`src/rtl/ctrl_pkg.sv`:
```
`default_nettype none
// ============================================================================
// Module   : ctrl_pkg
// Purpose  : Shared state enum, control codes and condition evaluation for
//            the multicycle controller.
// Revision : 1.0 - initial release
// ============================================================================
package ctrl_pkg;

    typedef enum logic [3:0] {
        FETCH    = 4'd0,
        DECODE   = 4'd1,
        MEMADR   = 4'd2,
        MEMREAD  = 4'd3,
        MEMWB    = 4'd4,
        MEMWRITE = 4'd5,
        EXECUTER = 4'd6,
        EXECUTEI = 4'd7,
        ALUWB    = 4'd8,
        BRANCH   = 4'd9
    } state_t;

    localparam logic [1:0] c_alu_add = 2'b00;
    localparam logic [1:0] c_alu_sub = 2'b01;
    localparam logic [1:0] c_alu_and = 2'b10;
    localparam logic [1:0] c_alu_orr = 2'b11;

    localparam logic [1:0] c_srcb_reg  = 2'b00;
    localparam logic [1:0] c_srcb_imm  = 2'b01;
    localparam logic [1:0] c_srcb_four = 2'b10;

    localparam logic [1:0] c_res_aluout = 2'b00;
    localparam logic [1:0] c_res_data   = 2'b01;
    localparam logic [1:0] c_res_alures = 2'b10;

    localparam logic [1:0] c_imm_dp  = 2'b00;
    localparam logic [1:0] c_imm_mem = 2'b01;
    localparam logic [1:0] c_imm_br  = 2'b10;

    localparam logic [1:0] c_op_dp  = 2'b00;
    localparam logic [1:0] c_op_mem = 2'b01;
    localparam logic [1:0] c_op_br  = 2'b10;

    localparam logic [3:0] c_cmd_and = 4'b0000;
    localparam logic [3:0] c_cmd_sub = 4'b0010;
    localparam logic [3:0] c_cmd_add = 4'b0100;
    localparam logic [3:0] c_cmd_cmp = 4'b1010;
    localparam logic [3:0] c_cmd_orr = 4'b1100;

    localparam logic [3:0] c_cond_eq = 4'b0000;
    localparam logic [3:0] c_cond_ne = 4'b0001;
    localparam logic [3:0] c_cond_cs = 4'b0010;
    localparam logic [3:0] c_cond_cc = 4'b0011;
    localparam logic [3:0] c_cond_mi = 4'b0100;
    localparam logic [3:0] c_cond_pl = 4'b0101;
    localparam logic [3:0] c_cond_vs = 4'b0110;
    localparam logic [3:0] c_cond_vc = 4'b0111;
    localparam logic [3:0] c_cond_hi = 4'b1000;
    localparam logic [3:0] c_cond_ls = 4'b1001;
    localparam logic [3:0] c_cond_ge = 4'b1010;
    localparam logic [3:0] c_cond_lt = 4'b1011;
    localparam logic [3:0] c_cond_gt = 4'b1100;
    localparam logic [3:0] c_cond_le = 4'b1101;
    localparam logic [3:0] c_cond_al = 4'b1110;

    typedef struct packed {
        logic       pcwrite;
        logic       adrsrc;
        logic       memwrite;
        logic       irwrite;
        logic       regwrite;
        logic [1:0] resultsrc;
        logic       alusrca;
        logic [1:0] alusrcb;
        logic [1:0] alucontrol;
    } ctrl_t;

    localparam ctrl_t c_ctrl_fetch = '{pcwrite: 1'b1, adrsrc: 1'b0, memwrite: 1'b0,
                                       irwrite: 1'b1, regwrite: 1'b0,
                                       resultsrc: c_res_alures, alusrca: 1'b1,
                                       alusrcb: c_srcb_four, alucontrol: c_alu_add};

    localparam ctrl_t c_ctrl_decode = '{pcwrite: 1'b0, adrsrc: 1'b0, memwrite: 1'b0,
                                        irwrite: 1'b0, regwrite: 1'b0,
                                        resultsrc: c_res_alures, alusrca: 1'b1,
                                        alusrcb: c_srcb_four, alucontrol: c_alu_add};

    // flags are packed {N,Z,C,V}
    function automatic logic cond_eval(input logic [3:0] cond, input logic [3:0] flags);
        logic n, z, c, v;
        logic r;
        {n, z, c, v} = flags;
        case (cond)
            c_cond_eq: r = z;
            c_cond_ne: r = ~z;
            c_cond_cs: r = c;
            c_cond_cc: r = ~c;
            c_cond_mi: r = n;
            c_cond_pl: r = ~n;
            c_cond_vs: r = v;
            c_cond_vc: r = ~v;
            c_cond_hi: r = c & ~z;
            c_cond_ls: r = ~c | z;
            c_cond_ge: r = (n == v);
            c_cond_lt: r = (n != v);
            c_cond_gt: r = ~z & (n == v);
            c_cond_le: r = z | (n != v);
            c_cond_al: r = 1'b1;
            default:   r = 1'b0;
        endcase
        return r;
    endfunction

endpackage
`default_nettype wire

```
`src/rtl/cond_unit.sv`:
```
`default_nettype none
// ============================================================================
// Module   : cond_unit
// Purpose  : Condition evaluation, per-instruction CondEx latch and NZCV
//            flag register.
// Revision : 1.0 - initial release
// ============================================================================
module cond_unit
    import ctrl_pkg::*;
(
    input  logic       clk,
    input  logic       rst_n,
    input  logic [3:0] i_cond,
    input  logic [3:0] i_aluflags,
    input  logic       i_latch,
    input  logic       i_upd_nz,
    input  logic       i_upd_cv,
    output logic       o_condex_eval,
    output logic       o_condex
);

    logic [3:0] r_flags;
    logic       r_condex;
    logic       w_condex_eval;

    assign w_condex_eval = cond_eval(i_cond, r_flags);
    assign o_condex_eval = w_condex_eval;
    assign o_condex      = r_condex;

    always_ff @(posedge clk or negedge rst_n) begin
        if (!rst_n) begin
            r_flags  <= 4'b0000;
            r_condex <= 1'b0;
        end else begin
            if (i_latch) begin
                r_condex <= w_condex_eval;
            end
            if (i_upd_nz) begin
                r_flags[3:2] <= i_aluflags[3:2];
            end
            if (i_upd_cv) begin
                r_flags[1:0] <= i_aluflags[1:0];
            end
        end
    end

endmodule
`default_nettype wire

```
`src/rtl/multicycle_controller.sv`:
```
`default_nettype none
// ============================================================================
// Module   : multicycle_controller
// Purpose  : Moore control FSM for a multicycle ARM-subset datapath.
//            Optional feature: define MEM_WAIT_EN to add MemReady handshaking.
// Revision : 1.0 - initial release
// ============================================================================
module multicycle_controller
    import ctrl_pkg::*;
(
    input  logic       CLK,
    input  logic       reset,
    input  logic [3:0] Cond,
    input  logic [1:0] Op,
    input  logic [5:0] Funct,
    input  logic [3:0] Rd,
    input  logic [3:0] ALUFlags,
`ifdef MEM_WAIT_EN
    input  logic       MemReady,
`endif
    output logic       PCWrite,
    output logic       AdrSrc,
    output logic       MemWrite,
    output logic       IRWrite,
    output logic       RegWrite,
    output logic [1:0] ResultSrc,
    output logic       ALUSrcA,
    output logic [1:0] ALUSrcB,
    output logic [1:0] ImmSrc,
    output logic [1:0] RegSrc,
    output logic [1:0] ALUControl
);

    state_t     r_state;
    state_t     w_state_next;
    ctrl_t      r_ctrl;
    ctrl_t      w_ctrl_next;

    logic       w_mem_ready;
    logic       w_condex_eval;
    logic       w_condex;
    logic       w_condex_next;
    logic [1:0] w_dp_alu;
    logic       w_nowrite;
    logic       w_dp_known;
    logic       w_dp_arith;
    logic       w_flag_en;
    logic       w_rd15;
    logic       w_aluwb_reg;

`ifdef MEM_WAIT_EN
    assign w_mem_ready = MemReady;
`else
    assign w_mem_ready = 1'b1;
`endif

    assign w_rd15 = (Rd == 4'd15);

    always_comb begin
        w_dp_alu   = c_alu_add;
        w_nowrite  = 1'b1;
        w_dp_known = 1'b0;
        w_dp_arith = 1'b0;
        case (Funct[4:1])
            c_cmd_add: begin w_dp_alu = c_alu_add; w_nowrite = 1'b0; w_dp_known = 1'b1; w_dp_arith = 1'b1; end
            c_cmd_sub: begin w_dp_alu = c_alu_sub; w_nowrite = 1'b0; w_dp_known = 1'b1; w_dp_arith = 1'b1; end
            c_cmd_and: begin w_dp_alu = c_alu_and; w_nowrite = 1'b0; w_dp_known = 1'b1; end
            c_cmd_orr: begin w_dp_alu = c_alu_orr; w_nowrite = 1'b0; w_dp_known = 1'b1; end
            c_cmd_cmp: begin w_dp_alu = c_alu_sub; w_dp_known = 1'b1; w_dp_arith = 1'b1; end
            default:   ;
        endcase
    end

    // Logical ops leave C and V untouched; unknown commands touch nothing.
    assign w_flag_en = ((r_state == EXECUTER) || (r_state == EXECUTEI))
                       & Funct[0] & w_condex & w_dp_known;

    cond_unit u_cond (
        .clk           (CLK),
        .rst_n         (reset),
        .i_cond        (Cond),
        .i_aluflags    (ALUFlags),
        .i_latch       (r_state == DECODE),
        .i_upd_nz      (w_flag_en),
        .i_upd_cv      (w_flag_en & w_dp_arith),
        .o_condex_eval (w_condex_eval),
        .o_condex      (w_condex)
    );

    // Outputs are registered from the next state, so the CondEx that will
    // be latched on the DECODE exit edge is needed one edge early.
    assign w_condex_next = (r_state == DECODE) ? w_condex_eval : w_condex;
    assign w_aluwb_reg   = w_condex_next & ~w_nowrite;

    always_comb begin
        w_state_next = r_state;
        case (r_state)
            FETCH:    if (w_mem_ready) w_state_next = DECODE;
            DECODE: begin
                case (Op)
                    c_op_dp:  w_state_next = Funct[5] ? EXECUTEI : EXECUTER;
                    c_op_mem: w_state_next = MEMADR;
                    c_op_br:  w_state_next = BRANCH;
                    default:  w_state_next = FETCH;
                endcase
            end
            MEMADR:   w_state_next = Funct[0] ? MEMREAD : MEMWRITE;
            MEMREAD:  if (w_mem_ready) w_state_next = MEMWB;
            MEMWRITE: if (w_mem_ready) w_state_next = FETCH;
            EXECUTER: w_state_next = ALUWB;
            EXECUTEI: w_state_next = ALUWB;
            default:  w_state_next = FETCH;
        endcase
    end

    always_comb begin
        w_ctrl_next = '0;
        case (w_state_next)
            FETCH:    w_ctrl_next = c_ctrl_fetch;
            DECODE:   w_ctrl_next = c_ctrl_decode;
            MEMADR: begin
                w_ctrl_next.alusrcb    = c_srcb_imm;
                w_ctrl_next.alucontrol = Funct[3] ? c_alu_add : c_alu_sub;
            end
            MEMREAD:  w_ctrl_next.adrsrc = 1'b1;
            MEMWRITE: begin
                w_ctrl_next.adrsrc   = 1'b1;
                w_ctrl_next.memwrite = w_condex_next;
            end
            MEMWB: begin
                w_ctrl_next.resultsrc = c_res_data;
                w_ctrl_next.regwrite  = w_condex_next;
                w_ctrl_next.pcwrite   = w_condex_next & w_rd15;
            end
            EXECUTER: begin
                w_ctrl_next.alusrcb    = c_srcb_reg;
                w_ctrl_next.alucontrol = w_dp_alu;
            end
            EXECUTEI: begin
                w_ctrl_next.alusrcb    = c_srcb_imm;
                w_ctrl_next.alucontrol = w_dp_alu;
            end
            ALUWB: begin
                w_ctrl_next.resultsrc = c_res_aluout;
                w_ctrl_next.regwrite  = w_aluwb_reg;
                w_ctrl_next.pcwrite   = w_aluwb_reg & w_rd15;
            end
            BRANCH: begin
                w_ctrl_next.alusrcb   = c_srcb_imm;
                w_ctrl_next.resultsrc = c_res_alures;
                w_ctrl_next.pcwrite   = w_condex_next;
            end
            default:  w_ctrl_next = c_ctrl_fetch;
        endcase
    end

    always_ff @(posedge CLK or negedge reset) begin
        if (!reset) begin
            r_state <= FETCH;
            r_ctrl  <= c_ctrl_fetch;
        end else begin
            r_state <= w_state_next;
            r_ctrl  <= w_ctrl_next;
        end
    end

    // Write enables are gated by the live reset level and by the memory
    // handshake in the states that wait on it.
    assign PCWrite    = reset & r_ctrl.pcwrite & ((r_state != FETCH) | w_mem_ready);
    assign IRWrite    = reset & r_ctrl.irwrite & w_mem_ready;
    assign MemWrite   = reset & r_ctrl.memwrite & w_mem_ready;
    assign RegWrite   = reset & r_ctrl.regwrite;
    assign AdrSrc     = r_ctrl.adrsrc;
    assign ResultSrc  = r_ctrl.resultsrc;
    assign ALUSrcA    = r_ctrl.alusrca;
    assign ALUSrcB    = r_ctrl.alusrcb;
    assign ALUControl = r_ctrl.alucontrol;
    assign ImmSrc     = Op;
    assign RegSrc     = {Op == c_op_mem, Op == c_op_br};

endmodule
`default_nettype wire
```
`config.mk`:
```
export PLATFORM = sky130hd
export DESIGN_NAME = multicycle_controller
export DESIGN_NICKNAME = d
export VERILOG_FILES = /design/src/rtl/ctrl_pkg.sv /design/src/rtl/cond_unit.sv /design/src/rtl/multicycle_controller.sv
export SDC_FILE = /design/constraint.sdc
export NUM_CORES = 1
export LEC_CHECK = 0
export BUFFER_PORTS_ARGS = -buffer_cell sky130_fd_sc_hd__clkbuf_2
export CORE_ASPECT_RATIO = 0.75
export CORE_MARGIN = 1.5
export CORE_UTILIZATION = 51
export CTS_CLUSTER_SIZE = 14
export DETAILED_ROUTE_END_ITERATION = 8
export GPL_ROUTABILITY_DRIVEN = 0
export PLACE_DENSITY = 0.74
export SLEW_MARGIN = 40
export SYNTH_ARGS = -nofsm -noshare
export SYNTH_HDL_FRONTEND = slang
export SYNTH_SLANG_ARGS = --single-unit
export TNS_END_PERCENT = 1
```
`constraint.sdc`:
```
create_clock -name CLK -period 2.3 [get_ports CLK]
set_clock_uncertainty 0.2 [all_clocks]
set_input_delay 0.23 -clock CLK [delete_from_list [all_inputs] [get_ports CLK]]
set_output_delay 0.23 -clock CLK [all_outputs]
set_load 0.01 [all_outputs]
```
Word-level counts from Yosys, hierarchy flattened
Cells that the tools add are included.
{"block": "classes", "n_addsub": 0, "multipliers": 0, "div_mod_pow": 0, "n_lt_le_gt_ge": 0, "eq_ne": 37, "shifts": 0, "muxes": 19, "bitwise_logic": 19, "n_reduce_logical": 18}
{"cell": "$eq A4 B4 Y1 const B", "count": 12}
{"cell": "$eq A4 B3 Y1 const B", "count": 11}
{"cell": "$eq A4 B2 Y1 const B", "count": 7}
{"cell": "$pmux W4 S5", "count": 1}
{"cell": "$pmux W1 S15", "count": 1}
{"cell": "$and A1 B1 Y1", "count": 13}
{"cell": "$eq A4 B1 Y1 const B", "count": 3}
{"cell": "$logic_not A4 Y1", "count": 3}
{"cell": "$pmux W2 S2", "count": 3}
{"cell": "$pmux W4 S3", "count": 1}
{"cell": "$reduce_or A6 Y1", "count": 2}
{"cell": "$reduce_or A5 Y1", "count": 2}
{"cell": "$mux W1", "count": 9}
{"cell": "$reduce_or A9 Y1", "count": 1}
{"cell": "$reduce_or A2 Y1", "count": 4}
{"cell": "$reduce_or A8 Y1", "count": 1}
{"cell": "$pmux W2 S3", "count": 1}
{"cell": "$reduce_or A3 Y1", "count": 2}
{"cell": "$not A1 Y1", "count": 4}
{"cell": "$pmux W1 S4", "count": 1}
{"cell": "$reduce_or A4 Y1", "count": 1}
{"cell": "$mux W3", "count": 1}
{"cell": "$eq A2 B1 Y1 const B", "count": 1}
{"cell": "$eq A2 B2 Y1 const B", "count": 1}
{"cell": "other kinds (6)", "count": 7}
{"block": "word_totals", "ff_bits": 21, "latch_bits": 0, "ram_bits": 0, "romBits": 0, "input_bits": 22, "out_inout_bits": 16, "wordCells": 106, "mem_count": 0}

Depth between registers and ports, before layout
Gate-level depths: netlist of the first run.
{"block": "logic_depth", "word_depth": 7, "depth_mapped": 6, "depth_no_buf": 5}

Modules after synthesis
Synthesis of the first run repeated with hierarchy kept, for this count alone.
{"block": "hier_totals", "cells_unflattened": 129, "hier_area_um2": 1251.2}
{"mod": "multicycle_controller", "n_inst": 1, "cells_each": 97, "area_each_um2": 904.6, "seq_area_each_um2": 406.6}
{"mod": "cond_unit", "n_inst": 1, "cells_each": 32, "area_each_um2": 346.6, "seq_area_each_um2": 125.1}

Worst setup path before layout of the first run
OpenSTA, ideal clock, no wires.
{"block": "synth_timing", "kind": "register to register", "startpoint": "reg r_state[1]", "endpoint": "reg r_ctrl (netlist bit ALUControl[1])", "setup_time_ns": 0.094, "arrival_ns": 1.687, "required_ns": 2.006, "slack_ns": 0.319, "path_stages_with_launch": 5, "path_buffers": 1, "synth_period_minus_slack_ns": 1.981, "cell_sequence": "dfrtp_1 -> buf_6 -> or4b_4 -> or4_4 -> nor4b_4"}
{"element": "start, declared", "line": "multicycle_controller.sv:34", "text": "state_t r_state;"}
{"element": "start signal, assigned", "line": "multicycle_controller.sv:162", "text": "r_state <= w_state_next;"}
{"element": "end signal, assigned", "line": "multicycle_controller.sv:160", "text": "r_ctrl <= c_ctrl_fetch;"}
{"element": "end signal, assigned", "line": "multicycle_controller.sv:163", "text": "r_ctrl <= w_ctrl_next;"}
{"element": "end, declared", "line": "multicycle_controller.sv:36", "text": "ctrl_t r_ctrl;"}

==> results.txt, run 1 <==
The run finished with clean final reports. The upper clock frequency limit is roughly 480 MHz. In this run the number of H-tree levels came out at 1. After layout, the design draws a total of about 1.4 mW. The layout cell share with drive strength beyond 1 came out at 0.330. The endpoint arrival time on the critical path is roughly 2.1 ns.

The total via count in the routed design is ~1200. The placeable core region came out at around 2400 sq um. The maximum buffer depth of the clock tree is 2. Counting every sink on the clock net gives 21. In the synthesized netlist the async set-or-reset flop fraction comes to 1.00.

The largest individual stage delay along the critical path comes from the cell or4b_4. The number of warnings issued by yosys is 0. In this run the count of I/O pins placed on the die edge is 38. The pin count of the biggest net entering global routing is 17. The antenna diode count came out at 0. The number of hold buffers added after CTS was 5.

The number of max-capacitance violations reported came out at 0. The min-delay analysis places its worst path in the category input port to register. The number of remaining DRC errors came out at 0. The worst max-slew margin expressed relative to the limit came out at 0.711. Clock-pin slew was measured on the worst setup and hold paths at roughly 0.13 ns.

The port buffer count came out at 37. The synthesized area per cell is 9.37 sq um. The floorplan die area came out at between 2000 and 3000 sq um. The total nets after synthesis is between 150 and 200. The critical path class is register to register. The post-synthesis cell area came out at between 1000 and 1500 sq um. The clock insertion delay at the later pin of the skew report is between 0.3 and 0.4 ns. The clock tree from TritonCTS is yes. The cell area power density came out at approximately 910 nW/um^2.

The first detailed-routing pass took 4 iterations. The total congestion overflow after global routing came out at 0. Among all flip-flop cells after synthesis, the most frequent one is dfrtp_1.

Broken down by cell family, the worst path's largest delay share belongs to simple AND/OR/NAND/NOR gates. After the first detailed-routing iteration, the DRC count stood at between 50 and 60. The HPWL after detailed placement came out at approximately 2.3 mm.

The total of endpoints with negative setup slack in the final report came out at 0. Leaving out fill and tap cells, the most frequent cells in the layout are 37 x clkbuf_2, 16 x dfrtp_1, 14 x nor2_1, 8 x a21oi_1. The final max-slew violation count is 0.

The floorplan step set the die width to 62.2 um. The count of different cell masters after synthesis came out at 43. The total track usage came out at 0.218. The share of the clock period used by the worst path is 0.912.

The synthesized instance count is about 140. The number of buffers inserted to repair setup after CTS is 0. The number of instances resized during post-cts repair is 0.

Traced cell by cell, the critical path runs through or4b_4 -> or4_4 -> nor4b_4. The required time at the worst-slack endpoint is between 2 and 2.5 ns. The first global-routing pass estimated 4.83 mm of wire.

The peak fanout along the critical path is 11. STA classifies the critical path startpoint as a register. The nature of the critical path endpoint is a register. The count of endpoints failing hold in the final timing report came out at 0. The post-detailed-route count of antenna-violating nets came out at 0. The via count of the first global-routing pass was 1124.

The number of buffer and inverter instances along the worst setup path is 0. The floorplan has 15 rows. Clock tree synthesis inserted a total of 3 buffers. The initial antenna violation count came out at 0. The smallest clock period supported by the final layout is computed as around 2.1 ns. The most critical setup path has its startpoint at r_state[1]. The fraction of the yosys area taken by sequential cells came out at 0.397.

The number of nets in the final layout came out at between 150 and 200. The routed wirelength normalized by instance count came out at ~14 um. Summed over all cells, the static leakage comes to roughly 0.74 nW.

Dividing the detail-routed via count by the number of cells gives 5.75. The number of flops mapped to enable cells by yosys is 0. In the final timing run, aggregate negative setup slack is 0 ns.

IR analysis of the VDD net gives a maximum drop of between 0.5 and 0.6 mV. The pin slew with the least headroom to its limit came out at ~0.43 ns. The most common library cell in the layout ignoring fill and taps is clkbuf_2.

The root buffer cell is clkbuf_4. Compared with the post-synthesis result, the final layout area differs by 16.7%. The die extent in y came out at ~47 um. The startpoint identified for the worst register-to-register timing path is r_state[1].

Setup repair after global routing left no endpoint under its margin. The worst hold path begins at Funct[3]. The largest stage delay on the critical path came out at between 0.6 and 0.7 ns. The routed design has just under 3 mm of wire. Counting flops and latches in the post-synthesis netlist gives 21. The initial core utilization is 0.562.
[power by group]
part	internal [mW]	switching, mW	leakage [nW]
Clock	0.0652	0.121	0.0177
Sequential	0.515	0.104	0.269
Combinational	0.292	0.326	0.453
[cell type report]
| class | instances | area (sq um) |
|---|---|---|
| clock buffer | 3 | 22.5 |
| timing repair buffer | 45 | 258 |
| inverter | 6 | 22.5 |
| clock inverter | 1 | 5.00 |
| sequential | 21 | 532 |
| tap | 34 | 42.5 |
| fill | 214 | 820 |
| multi-input combinational | 100 | 682 |
[path summary, 6_finish.rpt]
check,endpoint,cells after the start,slack (ns)
max in group asynchronous,r_ctrl[11],3,1.20
max reg2reg,ALUControl[1],3,0.20
min in group asynchronous,u_cond.r_flags[2],2,0.14
max,ALUControl[1],3,0.20
min reg2reg,r_state[3],1,0.41
min,ALUControl[0],2,0.02
[metrics by stage]
stage	instances	setup WS (ns)	instance area (sq um)	hold WS [ns]	utilization
after CTS	210	0.210	1560	0.0109	0.656
after global routing	210	0.125	1560	0.0156	0.656
after floorplan	143	0.319	1340	-0.266	-
after detailed placement	201	0.239	1490	-0.0469	0.624
final	210	0.201	1560	0.0165	0.656
after global placement	201	0.295	1490	-0.0515	0.624
[registers in the layout (all words and copies together), names as in the netlist]
signal	flops
ALUSrcB	2
u_cond.o_condex	1
ALUSrcA	1
r_state	4
AdrSrc	1
r_ctrl	4
u_cond.r_flags	4
ResultSrc	2
ALUControl	2
[Yosys cell counts (5+ instances only)]
cell      count  area share
dfstp_2       5       0.098
nor2_1       14       0.039
buf_4         9       0.050
inv_1         6       0.017
dfrtp_1      16        0.30
a21oi_1       8       0.030
and2_1        5       0.023
nand2_1       6       0.017
nand3_1       5       0.019
nor3_1        5       0.019
nand2b_1      6       0.028
[cell families after synthesis]
family          count (synthesis)  share of synthesized area
flops                          21                      0.397
mux                             6                     0.0486
simple gates                   65                      0.306
compound gates                 27                      0.141
xor+xnor                        2                     0.0131
buf+inv                        22                     0.0943
[per-layer routing]
metal,part of all wire,track usage
met5,0,0
met4,0.010,0.0667
met3,0.082,0.0647
met2,0.43,0.370
met1,0.48,0.282
Note: power is estimated with default switching activity, not from simulation.
==> run 2, diff against run 1 <==
--- a/config.mk
+++ b/config.mk
@@ -6,7 +6,7 @@
 export NUM_CORES = 1
 export LEC_CHECK = 0
 export BUFFER_PORTS_ARGS = -buffer_cell sky130_fd_sc_hd__clkbuf_2
-export CORE_ASPECT_RATIO = 0.75
+export CORE_ASPECT_RATIO = 0.5
 export CORE_MARGIN = 1.5
 export CORE_UTILIZATION = 51
 export CTS_CLUSTER_SIZE = 14
==> results.txt, run 2 (synthesis results as in run 1) <==
The routed design could run at a clock period as short as around 2.1 ns. The clock passes through at most 2 buffers. Wires add up to 2.82 mm. The nature of the critical path endpoint is a register. Of the total power, the share spent switching nets is 0.370. The count of buffers added on input and output ports is 37. The worst max-slew margin expressed relative to the limit is 0.685.

The clock insertion delay at the later pin of the skew report is roughly 0.26 ns. The via count of the first global-routing pass is 1029. STA classifies the critical path startpoint as a register.

The worst voltage drop across the vdd grid is approximately 0.42 mV. The share of total power dissipated in combinational logic is 0.415. The number of nets in the final layout came out at roughly 200. The count of nets left with antenna violations once routing finished came out at 0.

The smallest hold slack came out at between 0.005 and 0.006 ns. The path with the worst hold slack has its endpoint at u_cond.r_flags[0]. The HPWL after detailed placement is 2.11 mm.

The total via count in the routed design came out at roughly 1100. The required time at the worst-slack endpoint came out at around 2.3 ns. Buffers inserted during clock tree synthesis total 3. Power comes to between 1 and 1.5 mW. The worst register-to-register path has a setup slack of 0.22 ns. The switching power of the nets is approximately 540 uW. The total track usage is 0.218.

The count of endpoints failing hold in the final timing report came out at 0. The worst register-to-register path begins at r_state[1]. The largest stage delay on the critical path came out at a little over 0.6 ns.

In this run the count of I/O pins placed on the die edge is 38. The library cells used most frequently in the layout, excluding fill and tap cells, are 37 x clkbuf_2, 16 x dfrtp_1, 14 x nor2_1, 8 x a21oi_1. The initial antenna violation count is 0. The worst hold path passes through 2 cells.

Leaving out fill and tap cells, the most frequent cell in the layout is clkbuf_2. The endpoint arrival time on the critical path is between 2 and 2.5 ns. TritonCTS built the clock tree. The signal on the critical path passes through or4b_4 -> or4_4 -> nor4b_4. The routed wirelength normalized by instance count came out at ~14 um. After routing, the total negative slack on setup checks comes to 0 ns. Across the run, the number of max-cap violations was 0. Setup repair after global routing left no endpoint under its margin. The worst hold path begins at ALUFlags[0]. From synthesis to final layout, the design area changed by 16.0%. The number of DRC violations after detailed-routing iteration 0 came out at between 70 and 80. The total of endpoints with negative setup slack in the final report came out at 0. The largest registers in the layout are r_ctrl x4, r_state x4, u_cond.r_flags x4. The run finished with clean final reports. The final max-slew violation count came out at 0. The share of the clock period used by the worst path came out at 0.904.

The highest-delay cell along the critical path is or4b_4. The antenna diode count is 0. The pin slew with the least headroom to its limit is around 0.47 ns. Dividing total power by cell area gives a power density of ~940 nW/um^2. Summed over all layers, the global routing overflow is 0. The layout cell share with drive strength beyond 1 is 0.335. The global-route wire length before repair came out at between 4 and 5 mm. The first detailed-routing pass ran for 4 iterations. Measured along the x axis, the die boundary spans 75.5 um.

In this run the number of H-tree levels came out at 1. The tightest min-delay check is of the input port to register type. The capture point of the worst reg-to-reg path is ALUControl[1].

The number of clock sinks seen by CTS came out at 21. The initialized floorplan defines 12 standard-cell rows. The initial core utilization came out at 0.572.

The internal power consumption is 925 uW. In this run the standard cell core region covers ~2300 sq um. The number of cells on the worst reg-to-reg path is 3. CTS placed an instance of clkbuf_8 at the clock tree root. The share of total power dissipated in the clock network is 0.164.

The critical path class is register to register. The upper clock frequency limit is around 480 MHz. Entering global routing, the biggest net connects 15 pins. The number of remaining DRC errors is 0. The clock transition time at the flip-flop clock pins of the worst setup and hold paths is 0.08 ns. The floorplan die area came out at just under 3000 sq um. The standby leakage power is 0.735 nW. The die extent in y is 39.2 um. The peak fanout along the critical path came out at 11. Using the TritonRoute via totals, the vias-per-cell ratio works out to between 5 and 6. The share of power burned in registers is 0.421. The layout has between 200 and 250 filler cells.
==> run 2: cell count changes in the layout (fill, tap and decap cells not counted) <==
cell	before	now
clkbuf_8	0	3
clkbuf_4	3	0
dlygate4sd3_1	5	2
==> run 2: worst max path at each step <==
stage | endpoint | slack, ns | start
after global placement | ALUControl[1] | 0.29 | r_state[1]
after detailed placement | ALUControl[1] | 0.25 | r_state[1]
after CTS | ALUControl[1] | 0.23 | r_state[1]
final | ALUControl[1] | 0.22 | r_state[1]
after global routing | u_cond.r_flags[1] | 0.11 | r_state[1]
after floorplan | ALUControl[1] | 0.32 | r_state[1]
==> run 2: through the flow <==
step / worst slack, ns / cell area (sq um) / util / std cells
finish: 0.221 / 1550 / 0.663 / 208
global route: 0.105 / 1550 / 0.663 / 208
CTS: 0.235 / 1550 / 0.663 / 208
detailed placement: 0.249 / 1490 / 0.635 / 202
global placement: 0.291 / 1490 / 0.635 / 202
floorplan: 0.319 / 1340 / - / 143
==> run 2: layer usage <==
layer  wire length, um  track usage
met1              1350        0.293
met2              1320        0.375
met3               140       0.0469
met4                 0       0.0268
met5                 0            0
==> run 2: power groups by stage <==
| stage | clock network [mW] | registers (mW) | logic [mW] |
|---|---|---|---|
| after global routing | 0.261 | 0.638 | 0.679 |
| after floorplan | 0 | 0.567 | 0.539 |
| after global placement | 0 | 0.616 | 0.588 |
| after CTS | 0.246 | 0.615 | 0.608 |
| after detailed placement | 0 | 0.620 | 0.602 |
| final | 0.241 | 0.617 | 0.609 |
==> run 2: critical path, delay by kind of cell, from the launching register on <==
family	cells	cell delay, ns
flip-flops	1	0.49
AND/OR/NAND/NOR	3	1.30
==> run 2: cell type report <==
| cell class | count | area [sq um] | area share |
|---|---|---|---|
| Sequential cell | 21 | 532 | 0.342 |
| Multi-Input combinational cell | 100 | 682 | 0.439 |
| Clock buffer | 3 | 41.3 | 0.0266 |
| Tap cell | 35 | 43.8 | 0.0282 |
| Clock inverter | 1 | 5.00 | 0.00322 |
| Timing Repair Buffer | 42 | 228 | 0.147 |
| Inverter | 6 | 22.5 | 0.0145 |
==> run 2: repair_timing <==
item                                    in CTS  in global routing
endpoints found under the setup margin       0                  0
gates resized for setup                      0                  0
setup buffers                                0                  0
endpoints found under the hold margin       19                  0
hold buffers                                 2                  0
==> run 3, diff against run 2 <==
--- a/config.mk
+++ b/config.mk
@@ -5,14 +5,15 @@
 export SDC_FILE = /design/constraint.sdc
 export NUM_CORES = 1
 export LEC_CHECK = 0
+export ABC_AREA = 1
 export BUFFER_PORTS_ARGS = -buffer_cell sky130_fd_sc_hd__clkbuf_2
-export CORE_ASPECT_RATIO = 0.5
 export CORE_MARGIN = 1.5
-export CORE_UTILIZATION = 51
+export CORE_UTILIZATION = 52
+export CTS_BUF_LIST = sky130_fd_sc_hd__clkbuf_4 sky130_fd_sc_hd__clkbuf_8
 export CTS_CLUSTER_SIZE = 14
 export DETAILED_ROUTE_END_ITERATION = 8
 export GPL_ROUTABILITY_DRIVEN = 0
-export PLACE_DENSITY = 0.74
+export PLACE_DENSITY = 0.77
 export SLEW_MARGIN = 40
 export SYNTH_ARGS = -nofsm -noshare
 export SYNTH_HDL_FRONTEND = slang
==> results.txt, run 3 <==
The worst voltage drop across the vdd grid is a little under 0.6 mV. The switching power of the nets came out at 569 uW. The number of max-capacitance violations reported came out at 0. For this run, the detailed router's first-pass iteration total came to 4. The least setup slack across all paths after layout is ~0.52 ns. The number of flops mapped to enable cells by yosys is 0. The share of synthesized registers carrying an async set or reset came out at 1.00. The compound-gate portion of the synthesized area was 0.0958. The total negative slack for setup checks is 0 ns. The floorplan step set the die width to just over 50 um. The nature of the critical path startpoint is a register. Yosys printed 0 warnings. The synthesized instance count is between 150 and 200. The clock share of power is 0.126.

Based on the critical path, the design can be clocked at up to between 500 and 600 MHz. The worst flop-to-flop path startpoint is r_state[2]. The share of synthesized area in the top cell type comes to 0.323. In the layout the commonest cells are 47 x nand2_1, 37 x clkbuf_2, 36 x inv_1, 20 x nor2_1, 16 x dfrtp_1.

Ranked by instance count, the synthesized netlist is headed by 47 x nand2_1, 36 x inv_1, 20 x nor2_1. The met2 global-route usage came out at 0.384. The instance count along the most critical hold path came out at 4. The total nets after synthesis is roughly 200. The clock transition time at the flip-flop clock pins of the worst setup and hold paths is roughly 0.12 ns.

Of the total synthesized cell area, the portion taken by full adders, half adders and majority gates is 0. The floorplan die area is between 2000 and 3000 sq um. The synthesized area per cell came out at roughly 7 sq um.

The peak fanout along the critical path is 7. The routed wirelength normalized by instance count came out at about 11 um. In the routed layout, each cell is associated on average with a via count of 5.02.

The final max-slew violation count came out at 0. The total track usage is 0.231. The smallest hold slack is between 0.015 and 0.02 ns. Among all flip-flop cells after synthesis, the most frequent one is dfrtp_1. Timing analysis after detailed placement gives a worst setup slack of between 0.5 and 0.6 ns.

The cell area power density came out at slightly above 900 nW/um^2. The final critical path time including I/O delays and setup came out at approximately 1.8 ns. TritonCTS built the clock tree. The critical path class is register to register.

For met1 alone, demand over resource in global routing was 0.306. The layout cell share with drive strength beyond 1 is 0.249. The initial antenna violation count came out at 0.

The TritonCTS buffer count came out at 3. The number of different library cells used by synthesis comes to 20. The pin count of the biggest net entering global routing is 20.

The dominant combinational cell family by area after synthesis is simple AND/OR/NAND/NOR gates. The placeable core region is 2230 sq um. In the global route stage, met3 resource usage came out at 0.0316. The I/O pin count came out at 38. After synthesis the netlist holds a flip-flop and latch count of 21. Of the total power, registers draw 0.418. The clock insertion delay at the later pin of the skew report came out at about 0.29 ns.

The HPWL after detailed placement is 2.04 mm. The largest registers in the layout are r_ctrl x4, r_state x4, u_cond.r_flags x4. Yosys instantiated no cell more often than nand2_1. The overall power of the completed layout is 1.38 mW. The number of remaining DRC errors came out at 0. The fill cell total of the finished layout came out at 202.

Setup repair after global routing left no endpoint under its margin. CTS built an H-tree with a depth of 1. The number of nets in the final layout came out at 240. The worst hold path begins at Funct[0].

Leaving out fill and tap cells, the most frequent cell in the layout is nand2_1. The total via count in the routed design is ~1200. The total of endpoints with negative setup slack in the final report came out at 0. The number of clock sinks seen by CTS is 21. The share of the clock period used by the worst path came out at 0.774. The post-synthesis cell area came out at 1240 sq um. The hold path endpoint is r_ctrl[9].

The number of cells on the worst reg-to-reg path is 8. The number of buffers inserted to repair setup after CTS came out at 0. The die extent in y came out at around 52 um. The standby leakage power came out at between 0.9 and 1 nW.

The path class of the lowest-slack min-delay path is input port to register. By area the synthesized netlist is led by dfrtp_1 32%, nand2_1 14%, inv_1 11%. The switching part of the total came out at 0.412. The port buffer count is 37.

For the pin with the worst max-slew slack, the measured transition is ~0.42 ns. The largest total area in the synthesized netlist belongs to dfrtp_1. CTS placed an instance of clkbuf_4 at the clock tree root. The count of endpoints failing hold in the final timing report was 0.

The worst max-slew margin expressed relative to the limit is 0.715. The initial utilization of the core area, before any placement, comes to 0.556. The share of the Yosys chip area taken by registers is 0.428. The endpoint identified for the worst register-to-register timing path is ALUSrcB[0].

The number of standard-cell rows in the floorplan is 17. The area growth from synthesis to layout is 20.6%. For the worst setup path, the data arrival time is between 1.5 and 2 ns.

For this block, the initial DRC count from the detailed router was 40. The peak-usage layer in the global routing report is met2. The via count of the first global-routing pass is between 1000 and 1500.

The xor/xnor cell area share of the yosys netlist came out at 0. The area fraction in and, or, nand and nor cells after synthesis is 0.313. The share of total power dissipated in combinational logic is 0.456. Counting tap cells, the placed design contains a total of between 200 and 250 instances.

The antenna diode count is 0. The total congestion overflow after global routing is 0. After synthesis, the share of cell area in mux cells is 0.

The required time at the worst-slack endpoint came out at 2.29 ns. In this run the deepest clock path goes through 2 buffers. The nature of the critical path endpoint is a register. The count of non-filler cells in the finished layout came out at approximately 250.

The internal power consumption is approximately 810 uW. The routed design has about 2.6 mm of wire. The first global-routing pass estimated 4.74 mm of wire. The run finished with clean final reports. The post-detailed-route count of antenna-violating nets is 0.

The slack of the worst reg-to-reg path is approximately 0.52 ns.
## run 3: changes by cell type after synthesis, moves of 3 or more
cell / previous run / this run
nor3_1: 5 / 2
nand2_1: 6 / 47
nor4bb_1: 4 / 0
o21ai_1: 0 / 3
and2_1: 5 / 0
mux2_2: 4 / 0
nor2_1: 14 / 20
inv_1: 6 / 36
nand3_1: 5 / 15
o31ai_1: 4 / 0
nand2b_1: 6 / 0
clkbuf_1: 4 / 0
nor4_1: 3 / 0
## run 3: cell type report
type	instances	area (sq um)	area share
multi-input combinational	110	507	0.339
inverter	38	143	0.0953
clock inverter	1	5.00	0.00334
tap	28	35.0	0.0234
timing repair buffer	44	253	0.169
clock buffer	3	22.5	0.0151
sequential	21	532	0.355
## run 3: timing repair
action                    4_1_cts  5_1_grt
hold buffers                    6        0
hold endpoints to repair       21        0
resized for setup               0        0
## run 3: critical path: stages, from the launching register on
cell	delay [ns]
dfrtp_1	0.41
nor2_2	0.16
inv_2	0.08
nor3_4	0.26
nand3_1	0.19
nand2_1	0.16
nor2_1	0.06
nand3_1	0.09
o21ai_1	0.08
## run 3: worst max-delay path by stage
| stage | depth (start not counted) | slack (ns) | start | endpoint |
|---|---|---|---|---|
| 2_1_floorplan | 8 | 0.80 | r_state[2] | ALUSrcB[0] |
| 3_3_place_gp | 8 | 0.67 | r_state[2] | ALUSrcB[0] |
| 3_5_place_dp | 8 | 0.57 | r_state[2] | ALUSrcB[0] |
| 4_1_cts | 8 | 0.54 | r_state[2] | ALUSrcB[0] |
| 5_1_grt | 8 | 0.37 | r_state[2] | ALUSrcB[0] |
| 6_report | 8 | 0.52 | r_state[2] | ALUSrcB[0] |
## run 3: power groups by stage
stage / sequential [mW] / combinational, mW / clock (mW)
detailed placement: 0.586 / 0.611 / 0
global placement: 0.584 / 0.590 / 0
finish: 0.577 / 0.629 / 0.174
CTS: 0.577 / 0.623 / 0.178
floorplan: 0.585 / 0.469 / 0
global route: 0.586 / 0.714 / 0.196
## run 3: through the flow
stage | instance area [sq um] | util
floorplan | 1240 | -
global placement | 1410 | 0.631
detailed placement | 1410 | 0.631
CTS | 1500 | 0.670
global route | 1500 | 0.670
finish | 1500 | 0.670
## run 3: cell families after synthesis
kind of cell	count (synthesis)
simple gates	90
buf+inv	46
flops	21
compound gates	20
## run 3: metal layers
metal / routed length, um / vias to the layer above
met5: 0 / -
li1: - / 620
met3: 184 / 2
met4: 17 / 0
met1: 1140 / 551
met2: 1250 / 58
